--- config.mk ---
export PLATFORM = sky130hd
export DESIGN_NAME = multicycle_control
export DESIGN_NICKNAME = d
export VERILOG_FILES = /design/src/rtl/ctrl_pkg.sv /design/src/rtl/ctrl_decode.sv /design/src/rtl/multicycle_control.sv
export SDC_FILE = /design/constraint.sdc
export NUM_CORES = 1
export LEC_CHECK = 0
export ABC_AREA = 0
export CORE_UTILIZATION = 50
export CTS_CLUSTER_SIZE = 8
export DETAILED_ROUTE_END_ITERATION = 10
export HOLD_SLACK_MARGIN = 0.12
export PLACE_DENSITY = 0.79
export SYNTH_ARGS = -nofsm -noshare
export SYNTH_HDL_FRONTEND = slang
export SYNTH_SLANG_ARGS = --single-unit
--- constraint.sdc ---
create_clock -name clk -period 3.1 [get_ports clk]
set_clock_uncertainty 0.15 [all_clocks]
set_input_delay 0.31 -clock clk [delete_from_list [all_inputs] [get_ports clk]]
set_output_delay 0.31 -clock clk [all_outputs]
set_load 0.02 [all_outputs]
--- src/rtl/ctrl_pkg.sv ---
// Shared encodings for the multicycle controller: opcodes, ALU operation codes,
// FSM state enum and opcode class enum.
package ctrl_pkg;

    localparam logic [3:0] OPC_LB   = 4'b0000;
    localparam logic [3:0] OPC_LHB  = 4'b0001;
    localparam logic [3:0] OPC_JMP  = 4'b0010;
    localparam logic [3:0] OPC_STR  = 4'b0011;
    localparam logic [3:0] OPC_LIM  = 4'b0100;
    localparam logic [3:0] OPC_MVB  = 4'b0101;
    localparam logic [3:0] OPC_MVF  = 4'b0110;
    localparam logic [3:0] OPC_ADD  = 4'b0111;
    localparam logic [3:0] OPC_SUB  = 4'b1000;
    localparam logic [3:0] OPC_SFT  = 4'b1001;
    localparam logic [3:0] OPC_BNE  = 4'b1010;
    localparam logic [3:0] OPC_BEQ  = 4'b1011;
    localparam logic [3:0] OPC_BLT  = 4'b1100;
    localparam logic [3:0] OPC_INC  = 4'b1101;
    localparam logic [3:0] OPC_HALT = 4'b1110;
    localparam logic [3:0] OPC_TBA  = 4'b1111;

    localparam logic [3:0] ALU_ADD     = 4'b0000;
    localparam logic [3:0] ALU_SUB     = 4'b0001;
    localparam logic [3:0] ALU_SFT     = 4'b0010;
    localparam logic [3:0] ALU_SFT_IMM = 4'b0011;
    localparam logic [3:0] ALU_INC     = 4'b0100;
    localparam logic [3:0] ALU_DEC     = 4'b0101;
    localparam logic [3:0] ALU_BNE     = 4'b0110;
    localparam logic [3:0] ALU_BEQ     = 4'b0111;
    localparam logic [3:0] ALU_BLT     = 4'b1000;
    localparam logic [3:0] ALU_NONE    = 4'b0000;

    typedef enum logic [2:0] {
        ST_IDLE, ST_FETCH, ST_DECODE, ST_EXEC, ST_MEM, ST_WB, ST_HALT, ST_ERR
    } state_e;

    typedef enum logic [2:0] {
        CLS_NOP, CLS_ALU, CLS_BRANCH, CLS_JUMP, CLS_LOAD, CLS_STORE, CLS_MOVE, CLS_HALT
    } op_class_e;

endpackage

--- src/rtl/ctrl_decode.sv ---
// Combinational opcode decoder: maps opcode/imm_flag to an opcode class and the
// ALU operation code used in EXEC/WB.
module ctrl_decode
    import ctrl_pkg::*;
#(
    parameter int OP_W  = 4,
    parameter int ALU_W = 4
) (
    input  logic [OP_W-1:0]  opcode,
    input  logic             imm_flag,
    output op_class_e        op_class,
    output logic [ALU_W-1:0] alu_code
);

    logic [3:0] op4;
    logic [3:0] alu4;
    logic       hi_zero;

    // Opcodes wider than four bits only decode when the extra bits are zero.
    assign hi_zero = ((opcode >> 4) == '0);
    assign op4     = 4'(opcode);

    always_comb begin
        op_class = CLS_NOP;
        alu4     = ALU_NONE;
        if (hi_zero) begin
            case (op4)
                OPC_ADD: begin op_class = CLS_ALU; alu4 = ALU_ADD; end
                OPC_SUB: begin op_class = CLS_ALU; alu4 = ALU_SUB; end
                OPC_SFT: begin op_class = CLS_ALU; alu4 = imm_flag ? ALU_SFT_IMM : ALU_SFT; end
                OPC_INC: begin op_class = CLS_ALU; alu4 = imm_flag ? ALU_INC : ALU_DEC; end
                OPC_BNE: begin op_class = CLS_BRANCH; alu4 = ALU_BNE; end
                OPC_BEQ: begin op_class = CLS_BRANCH; alu4 = ALU_BEQ; end
                OPC_BLT: begin op_class = CLS_BRANCH; alu4 = ALU_BLT; end
                OPC_JMP:  op_class = CLS_JUMP;
                OPC_LB, OPC_LHB: op_class = CLS_LOAD;
                OPC_STR:  op_class = CLS_STORE;
                OPC_LIM, OPC_MVB, OPC_MVF: op_class = CLS_MOVE;
                OPC_HALT: op_class = CLS_HALT;
                default:  op_class = CLS_NOP;
            endcase
        end
    end

    assign alu_code = ALU_W'(alu4);

endmodule

--- src/rtl/multicycle_control.sv ---
// Multicycle CPU control FSM: fetch/decode/execute/memory/writeback sequencing,
// memory-wait timeout, retired-instruction counter.
module multicycle_control
    import ctrl_pkg::*;
#(
    parameter int OP_W  = 4,
    parameter int ALU_W = 4,
    parameter int CNT_W = 16,
    parameter int TMO   = 15
) (
    input  logic             clk,
    input  logic             reset,
    input  logic             start,
    input  logic [OP_W-1:0]  opcode,
    input  logic             imm_flag,
    input  logic             mem_ready,
    output logic             mem_req,
    output logic             mem_we,
    output logic             ir_load,
    output logic             pc_inc,
    output logic [ALU_W-1:0] alu_inst,
    output logic             write_reg,
    output logic             branch_en,
    output logic             jump_en,
    output logic             halted,
    output logic             error,
    output logic [CNT_W-1:0] retire_cnt
);

    // Wait counter only needs to reach TMO-1; the last permitted cycle is judged combinationally.
    localparam int WAIT_W = (TMO < 2) ? 1 : $clog2(TMO);

    state_e           state;
    state_e           state_next;
    op_class_e        dec_class;
    op_class_e        cls_q;
    logic [ALU_W-1:0] dec_alu;
    logic [ALU_W-1:0] alu_q;
    logic [WAIT_W-1:0] wait_cnt;
    logic             wait_expired;
    logic             retire;

    ctrl_decode #(.OP_W(OP_W), .ALU_W(ALU_W)) u_decode (
        .opcode   (opcode),
        .imm_flag (imm_flag),
        .op_class (dec_class),
        .alu_code (dec_alu)
    );

    assign wait_expired = !mem_ready && (wait_cnt == WAIT_W'(TMO - 1));

    always_comb begin
        state_next = state;
        case (state)
            ST_IDLE:   if (start) state_next = ST_FETCH;
            ST_FETCH: begin
                if (mem_ready)         state_next = ST_DECODE;
                else if (wait_expired) state_next = ST_ERR;
            end
            ST_DECODE: begin
                case (dec_class)
                    CLS_ALU, CLS_BRANCH, CLS_JUMP: state_next = ST_EXEC;
                    CLS_LOAD, CLS_STORE:           state_next = ST_MEM;
                    CLS_MOVE:                      state_next = ST_WB;
                    CLS_HALT:                      state_next = ST_HALT;
                    default:                       state_next = ST_FETCH;
                endcase
            end
            ST_EXEC:   state_next = (cls_q == CLS_ALU) ? ST_WB : ST_FETCH;
            ST_MEM: begin
                if (mem_ready)         state_next = (cls_q == CLS_STORE) ? ST_FETCH : ST_WB;
                else if (wait_expired) state_next = ST_ERR;
            end
            ST_WB:     state_next = ST_FETCH;
            ST_HALT:   state_next = ST_HALT;
            ST_ERR:    state_next = ST_ERR;
            default:   state_next = ST_IDLE;
        endcase
    end

    // An instruction retires when it returns to FETCH or when HALT is entered.
    assign retire = ((state_next == ST_FETCH) &&
                     (state == ST_DECODE || state == ST_EXEC || state == ST_MEM || state == ST_WB)) ||
                    ((state_next == ST_HALT) && (state != ST_HALT));

    always_ff @(posedge clk) begin
        if (reset) begin
            state      <= ST_IDLE;
            cls_q      <= CLS_NOP;
            alu_q      <= '0;
            wait_cnt   <= '0;
            retire_cnt <= '0;
        end else begin
            state <= state_next;
            if (state == ST_DECODE) begin
                cls_q <= dec_class;
                alu_q <= dec_alu;
            end
            if (state_next != state)
                wait_cnt <= '0;
            else if ((state == ST_FETCH || state == ST_MEM) && !mem_ready)
                wait_cnt <= wait_cnt + 1'b1;
            if (retire)
                retire_cnt <= retire_cnt + 1'b1;
        end
    end

    // ir_load/pc_inc follow mem_ready in the completing FETCH cycle; everything else is Moore.
    assign mem_req   = (state == ST_FETCH) || (state == ST_MEM);
    assign mem_we    = (state == ST_MEM) && (cls_q == CLS_STORE);
    assign ir_load   = (state == ST_FETCH) && mem_ready;
    assign pc_inc    = (state == ST_FETCH) && mem_ready;
    assign alu_inst  = (state == ST_EXEC || state == ST_WB) ? alu_q : '0;
    assign write_reg = (state == ST_WB);
    assign branch_en = (state == ST_EXEC) && (cls_q == CLS_BRANCH);
    assign jump_en   = (state == ST_EXEC) && (cls_q == CLS_JUMP);
    assign halted    = (state == ST_HALT);
    assign error     = (state == ST_ERR);

endmodule

Word level (Yosys, flattened, before mapping):

Cells that the tools add are included.

* register bits: 30
* bits of input ports: 9
* output and inout port bits: 29
* logic and storage cells: 81

* add/sub/neg operators: 2
* eq/ne operators: 37
* multiplexer cells: 13
* reduce and logical (&&, ||, !) cells: 24

Operator list (number)
* $eq A4 B4 Y1 const B: 8
* $eq A3 B3 Y1 const B: 10
* $pmux W3 S8: 1
* $pmux W4 S6: 1
* $pmux W3 S7: 1
* $eq A3 B2 Y1 const B: 6
* $mux W3: 6
* $add A16 B1 Y16 const B: 1
* $eq A4 B3 Y1 const B: 4
* $eq A3 B1 Y1 const B: 4
* $pmux W3 S4: 1
* $reduce_or A3 Y1: 3
* $eq A4 B2 Y1 const B: 2
* $logic_and A1 B1 Y1: 8
* $logic_or A1 B1 Y1: 6
* $reduce_or A2 Y1: 3
* $add A4 B1 Y4 const B: 1
* $eq A4 B1 Y1 const B: 1
* $logic_not A4 Y1: 1
* $mux W4: 1
* $reduce_or A4 Y1: 1
* $logic_not A3 Y1: 1
* $ne A3 B3 Y1: 1
* $ne A3 B3 Y1 const B: 1
* 2 further kinds: 3

Depth between registers and ports, before layout:

Gate-level depths: netlist of the first run.

* word-level depth: 10
* gate-level depth with buffers: 11
* gate-level depth less buffers: 9

Hierarchy:

A second synthesis of the first run with hierarchy kept.

* cells, all modules: 250
* area total of the unflattened synthesis: 2005.7 sq um

Modules (own cells, without submodules)
* multicycle_control: instances 1, cells each 226, area each 1840.5 sq um, sequential area each 600.6 sq um
* ctrl_decode: instances 1, cells each 24, area each 165.2 sq um, sequential area each 0.0 sq um

Worst setup path after synthesis of the first run:

No wires, ideal clock.

* path type: register to register
* start: register wait_cnt[0]
* end: register retire_cnt[14]
* setup time: 70 ps
* arrival time: 2153 ps
* required time: 2880 ps
* path slack: 727 ps
* stages on the path, launching flop included: 11
* buffers on the path: 1
* period minus slack after synthesis: 2373 ps
* path through: dfxtp_1 > inv_1 > ha_1 > a31oi_1 > a211oi_2 > a41oi_1 > o21a_1 > mux2i_1 > buf_2 > or4_1 > a21oi_1

* word-level cells in the longest chain between the ends: 8
* elaborated cells on any way between the ends: 11
* those cells by class: 3 x eq/ne; 4 x mux; 4 x reduce/logical

Ends and longest elaborated chain
* start, declared: RTL line multicycle_control.sv:39 `logic [WAIT_W-1:0] wait_cnt;`
* start signal, assigned: RTL line multicycle_control.sv:102 `wait_cnt <= wait_cnt + 1'b1;`
* $eq A4 B4 Y1 (*): RTL line multicycle_control.sv:50 `assign wait_expired = !mem_ready && (wait_cnt == WAIT_W'(TMO - 1));`
* $logic_and A1 B1 Y1 (*): RTL line multicycle_control.sv:50
* $mux W3 (*): RTL line multicycle_control.sv:58, multicycle_control.sv:72
* $mux W3, on equally long branches: RTL line multicycle_control.sv:71, multicycle_control.sv:57
* $pmux W3 S8 (*): RTL line multicycle_control.sv:54 `case (state)`
* $eq A3 B1 Y1 / $eq A3 B3 Y1 (equally long branches): RTL line multicycle_control.sv:82, multicycle_control.sv:84
* $logic_and A1 B1 Y1, on equally long branches: RTL line multicycle_control.sv:82, multicycle_control.sv:84
* $logic_or A1 B1 Y1 (*): RTL line multicycle_control.sv:83 `(state == ST_DECODE || state == ST_EXEC || state == ST_MEM || state == ST_WB)) ||`
* end signal, assigned: RTL line multicycle_control.sv:104 `retire_cnt <= retire_cnt + 1'b1;`
* end, declared: RTL line multicycle_control.sv:27 `output logic [CNT_W-1:0] retire_cnt`

Mark *: on every way between the ends. The rest lies on a longest branch, timed or not.
A chain may end at the register's enable or synchronous reset.

Final worst setup path of the first run:

* start: register state[0]
* end: register retire_cnt[10]

* word-level cells in the longest chain between the ends: 6
* elaborated cells on any way between the ends: 22
* those cells by class: 10 x eq/ne; 5 x mux; 7 x reduce/logical

Ends and longest elaborated chain
* start, declared: RTL line multicycle_control.sv:33 `state_e state;`
* start signal, assigned: RTL line multicycle_control.sv:94 `state <= state_next;`
* $mux W3 / $eq A3 B2 Y1 (equally long branches)
* $mux W3 (tied with other cells): RTL line multicycle_control.sv:71 `if (mem_ready) state_next = (cls_q == CLS_STORE) ? ST_FETCH : ST_WB;`
* $pmux W3 S8 / $logic_or A1 B1 Y1 (equally long branches): RTL line multicycle_control.sv:54, multicycle_control.sv:83
* $eq A3 B1 Y1 (tied with other cells): RTL line multicycle_control.sv:82 `assign retire = ((state_next == ST_FETCH) &&`
* $logic_and A1 B1 Y1, on equally long branches: RTL line multicycle_control.sv:82, multicycle_control.sv:84
* $logic_or A1 B1 Y1 (*): RTL line multicycle_control.sv:83

Marked as above.

==> impl_results.md, run 1 <==
- Unrepaired setup endpoints after global routing: false
- Synth top area share: 0.339
- Peak Freq: 371 MHz
- Number of cell rows: 21
- Synth Net Count: 245
- Clock transition at path regs: 110 ps
- #FFs+latches synth: 30
- Share of cells above drive strength 1: 0.0952
- Mean Syn Cell Area: 7.61 um2
- Fin. Hold Viols: 0
- Antenna violations before repair: 0
- DP HPWL: 2.84 mm
- Lkg Pwr: 0.828 nW
- Initial Util: 0.528
- CTS Sinks: 30
- CTS root buf: clkbuf_4
- Worst path arrival time: 2830 ps
- Slew @ Worst Pin: 642 ps
- Core outline area: 3360 um2
- Pwr dens: 423 nW/um2
- GP Congestion: 0.852
- Min-delay worst type: flop to flop
- DRC errors left: 0
- FILL cells: 306
- First-pass GRT wire length: 6.50 mm
- Critical path type: flop to flop
- Fin crit share: 0.870
- Syn Std Cell Area: 1770 um2
- GRT Overall Usage: 0.228
- Cts hold-fix bufs: 0
- Vias per cell: 5.74
- Number of H-tree levels: 2
- Clk_lat worst skew: 340 ps
- CTS tree: done
- Max-cap viol count: 0
- Die area: 3790 um2
- Via count: 1830
- Post-synthesis sequential area ratio: 0.339
- Placed instance count: 311
- Ranking of synthesized cells by area: dfxtp_1 34%, a21oi_1 6.2%, nor2_1 5.5%, o31ai_1 4.7%, or4_1 4.7%
- I/O pin count: 38
- Synthesis warning total: 0
- Post-synth top area cell: dfxtp_1
- Post-synth EDFFs: 0
- Final setup fails: 0
- Count of different cell masters after synthesis: 44
- Post-synthesis cell count: 233
- Post-synth ARST share: 0
- Post-CTS Setup Bufs: 0
- Number of global-route vias before repair: 1443
- IO Port Bufs: 37
- Startpoint types: flop
- DIE WIDTH: 61.6 um
- Final hold slack: 301 ps
- Pwr Total: 0.992 mW
- Die height: 61.6 um
- Final core occ: 0.697
- Drt initial violations: 88
- Primary FF master, synth: dfxtp_1
- Largest net degree at the start of global routing: 30
- Critical-path maximum fanout: 29
- Critical Path RT: 3230 ps
- Cts bufs inserted: 5
- Rel. slew slack: 0.571
- Final Max Tran Viols: 0
- Antenna Cells: 0
- TNS Setup: 0 ps
- Layout Area Growth over Synthesis: 32.1%
- Maximum clock insertion buffer count: 2
- Status: finished, final reports clean
- Minimum clock period: 2700 ps
- Peak supply drop: 262 uV
- Number of gates resized after CTS: 0
- Grt ovf: 0
- Detailed Routing Iterations Pass 1: 4
- Nets: 284
- Count of non-filler cells in the finished layout: 319
- Routed wire length: 4.00 mm
- DR WL/cell: 12.5 um
- Worst Setup End Kind: flop
- Antenna Violating Nets Remaining: 0
final timing paths:
kind             from              to  slack [ps]  cells after the start
max          state[0]  retire_cnt[10]         400                      8
min          alu_q[1]        alu_q[1]         300                      2
max reg2reg  state[0]  retire_cnt[10]         400                      8
min reg2reg  alu_q[1]        alu_q[1]         300                      2
power breakdown:
group	leakage (nW)	internal, mW	switching, mW
Clock	0.0585	0.273	0.147
Combinational	0.527	0.0727	0.0950
Sequential	0.242	0.393	0.0115
kinds of logic after synthesis:
kind of cell / count (synthesis) / share of synthesized area
AND/OR/NAND/NOR: 105 / 0.318
AO/OA/AOI/OAI: 60 / 0.216
flip-flops: 30 / 0.339
buffers and inverters: 27 / 0.0642
XOR/XNOR: 5 / 0.0247
multiplexers: 3 / 0.0176
adder cells (fa/ha/maj): 3 / 0.0212
cell type report:
| cell class | count | area [um2] | share of cell area |
|---|---|---|---|
| flip-flops and latches | 30 | 601 | 0.256 |
| clock buffers | 6 | 51.3 | 0.0219 |
| clock inverters | 2 | 60.1 | 0.0256 |
| inverters | 10 | 37.5 | 0.0160 |
| well taps | 46 | 57.6 | 0.0246 |
| multi-input cells | 176 | 1060 | 0.454 |
| repair buffers | 49 | 473 | 0.202 |
synth_stat cells (2+ instances only):
| master | instances |
|---|---|
| a211o_1 | 2 |
| nand2b_1 | 7 |
| o21ai_0 | 7 |
| or4_1 | 11 |
| nor3_1 | 6 |
| buf_2 | 7 |
| nand3_1 | 8 |
| mux2i_1 | 2 |
| o21ai_1 | 4 |
| xnor2_1 | 2 |
| nor2_1 | 26 |
| nor2b_1 | 6 |
| ha_1 | 3 |
| xor2_1 | 3 |
| clkbuf_1 | 9 |
| a21oi_1 | 22 |
| nand2_1 | 16 |
| and3_1 | 7 |
| nand4_1 | 6 |
| dfxtp_1 | 30 |
| o31ai_1 | 11 |
| inv_1 | 9 |
| nor3_2 | 2 |
| a31oi_1 | 4 |
| or3_1 | 4 |
critical path: stages (launching register included):
cell	delay [ps]
dfxtp_1	470
or3b_1	450
a211oi_2	270
a41oi_1	120
nor3_2	240
mux2i_2	110
buf_12	170
or4_1	490
a21oi_1	150
sequential cells by signal (all words and copies together) (netlist names):
signal	count
wait_cnt	4
state	3
retire_cnt	16
alu_q	4
cls_q	3
placed cells by master (no fill, tap or decap), types with 6 or more instances in the layout:
cell             netlist  routed
clkdlybuf4s50_1        0      37
dfxtp_1               30      30
nor2_1                26      26
a21oi_1               22      22
nand2_1               16      16
o31ai_1               11      11
or4_1                 11      11
buf_4                  1      11
inv_1                  9       9
nand3_1                8       8
nand2b_1               7       7
and3_1                 7       7
o21ai_0                7       7
nor2b_1                6       6
nor3_1                 6       6
nand4_1                6       6
metrics by stage:
step	area (um2)	setup slack, ps
floorplan	1770	727
global placement	2230	213
detailed placement	2230	180
CTS	2340	433
global route	2340	231
finish	2340	403
routing by layer:
layer / wire length (um) / vias up / global-route usage
met2: 1840 / 46 / 0.335
met4: 53 / 0 / 0.0857
met1: 1940 / 845 / 0.332
li1: - / 933 / -
met3: 170 / 6 / 0.0378
met5: 0 / - / 0
(Power assumes the default switching activity.)
==> run 2, diff against run 1 <==
CAP_MARGIN = 30   (was default)
==> results of run 2 <==
The final DEF is identical to that of run 1; final timing and power are the same.
==> run 3, diff against run 2 <==
CORE_ASPECT_RATIO = 0.5   (was default)
CORE_MARGIN = 1   (was default)
==> impl_results.md, run 3 (synthesis gave the netlist of run 1 again) <==
- Final setup fails: 0 (unchanged)
- Fin crit share: 0.874 (+0.00365)
- Drt initial violations: 74 (-16%)
- DP HPWL: 2.98 mm (+5.1%)
- Routed wire length: 4.18 mm (+4.5%)
- Worst path arrival time: 2760 ps (-70 ps)
- Bufs and invs on worst path: 2 (+1)
- Antenna violations before repair: 0 (unchanged)
- Critical path type: input pin to flop
- CTS Sinks: 30 (unchanged)
- Post-place instance area: 2230 um2 (-0.22%)
- Clock transition at path regs: 60 ps (-50 ps)
- Post-CTS Setup Bufs: 0 (unchanged)
- Minimum clock period: 2710 ps (+11.3 ps)
- Most frequent cells in the layout: 37 x clkdlybuf4s50_1, 30 x dfxtp_1, 26 x nor2_1
- Min-delay worst type: flop to flop
- Slew @ Worst Pin: 679 ps (+37.7 ps)
- Critical path's top delay family: simple AND/OR/NAND/NOR gates
- Share of cells above drive strength 1: 0.0886 (-0.00668)
- Detailed Routing Iterations Pass 1: 4 (unchanged)
- Final Max Tran Viols: 0 (unchanged)
- Crit path cell chain: clkdlybuf4s50_1 > nor2b_1 > o21ai_0 > a41oi_1 > nor3_2 > mux2i_2 > buf_12 > or4_1 > a21oi_1
- CP max stage delay: 630 ps (+140 ps)
- Largest register by flop count: retire_cnt
- Final instance area: 2340 um2 (-0.16%)
- Clk_lat worst skew: 280 ps (-60 ps)
- Grt ovf: 0 (unchanged)
- Critical-path maximum fanout: 29 (unchanged)
- Hold Path Sink: alu_q[3]
- Rel. slew slack: 0.546 (-0.0252)
- CTS tree: done
- CP max-delay cell: clkdlybuf4s50_1
- Status: finished, final reports clean
- R2r worst-path depth: 8 (unchanged)
- Max reg flops: 16 (unchanged)
- Regs by FF count: retire_cnt (16), alu_q (4), wait_cnt (4)
- IO Port Bufs: 37 (unchanged)
- Fin. Hold Viols: 0 (unchanged)
- DIE WIDTH: 86.2 um (+40%)
- Core outline area: 3190 um2 (-5.2%)
- Number of global-route vias before repair: 1561 (+8.2%)
- Number of H-tree levels: 2 (unchanged)
- Nets: 283 (-0.35%)
- Worst Setup End Kind: flop
- DRC errors left: 0 (unchanged)
- Final worst slack: 391 ps (-11.3 ps)
- Peak Freq: 369 MHz (-0.42%)
- Critical Path RT: 3160 ps (-70 ps)
- Die area: 3800 um2 (+0.37%)
- I/O pin count: 38 (unchanged)
- TNS Setup: 0 ps (unchanged)
- Startpoint types: input pin
- Lkg Pwr: 0.822 nW (-0.75%)
- Maximum clock insertion buffer count: 2 (unchanged)
- Initial Util: 0.557 (+0.0290)
- Dpl ws: 123 ps (-56.3 ps)
- Pwr Total: 0.973 mW (-1.9%)
- Worst r2r src: state[0]
- Largest net degree at the start of global routing: 30 (unchanged)
- Antenna Cells: 0 (unchanged)
- Commonest non-fill, non-tap cell in the layout: clkdlybuf4s50_1
- Vias per cell: 5.66 (-1.4%)
- Number of cell rows: 14 (-33%)
- First-pass GRT wire length: 6.97 mm (+7.2%)
- Antenna Violating Nets Remaining: 0 (unchanged)
- RR Endpoint: retire_cnt[12]
- Via count: 1804 (-1.4%)
- FILL cells: 276 (-9.8%)
- GP Congestion: 0.940 (+10%)
- Cts bufs inserted: 5 (unchanged)
- Worst Hold Depth: 2 (unchanged)
- Layout Area Growth over Synthesis: 31.9%
- Cts hold-fix bufs: 0 (unchanged)
- Max-cap viol count: 0 (unchanged)
- DR WL/cell: 13.1 um (+4.5%)
- Hold_sp: alu_q[3]
- Pwr dens: 416 nW/um2 (-1.8%)
- Die height: 44.1 um (-28%)
- Peak supply drop: 261 uV (-0.49%)
- GRT Overall Usage: 0.239 (+0.0109)
- R2R Setup Slk: 400 ps (about the same)
- CTS root buf: clkbuf_8
- Unrepaired setup endpoints after global routing: false
- Number of gates resized after CTS: 0 (unchanged)
[run 3: cell types whose count changed in the layout (fill, tap and decap cells not counted)]
cell       previous run  this run
buf_4                11        10
clkbuf_8              1         6
bufinv_16             2         1
clkbuf_4              5         0
[run 3: worst max path at each step]
stage / cells after the start / slack (ps) / start / to
after CTS: 10 / 410 / opcode[2] / retire_cnt[12]
after global routing: 9 / 200 / opcode[0] / retire_cnt[10]
after global placement: 10 / 200 / opcode[2] / retire_cnt[10]
after detailed placement: 10 / 120 / opcode[2] / retire_cnt[12]
final: 9 / 390 / opcode[0] / retire_cnt[12]
after floorplan: 10 / 730 / wait_cnt[0] / retire_cnt[14]
[run 3: metrics by stage]
step	hold WS [ps]	util	std cells
2_1_floorplan	277	-	233
6_report	299	0.734	319
3_3_place_gp	289	0.699	312
4_1_cts	303	0.734	319
3_5_place_dp	294	0.699	312
5_1_grt	329	0.734	319
[run 3: final cells by class]
class                      count  area [um2]  area share
clock inverter                 1        30.0      0.0128
clock buffer                   6        82.6      0.0353
inverter                      10        37.5      0.0160
multi-input combinational    176        1060       0.455
tap                           48        60.1      0.0257
timing repair buffer          48         465       0.199
sequential                    30         601       0.257
[run 3: report_power, final]
group | leakage, nW | switching [mW] | internal, mW
sequential | 0.242 | 0.0146 | 0.393
combinational | 0.522 | 0.0924 | 0.0716
clock | 0.0573 | 0.145 | 0.257
[run 3: layer usage]
| metal | global-route usage | vias up | wire (um) |
|---|---|---|---|
| li1 | - | 920 | - |
| met1 | 0.295 | 835 | 1950 |
| met2 | 0.414 | 47 | 2010 |
| met3 | 0.0578 | 2 | 199 |
| met4 | 0.0900 | 0 | 21 |
| met5 | 0 | - | 0 |
[run 3: tightest hold or removal path: stages (launching register included)]
cell and delay (ps):
dfxtp_1 310, nand2_1 50, a21oi_1 50
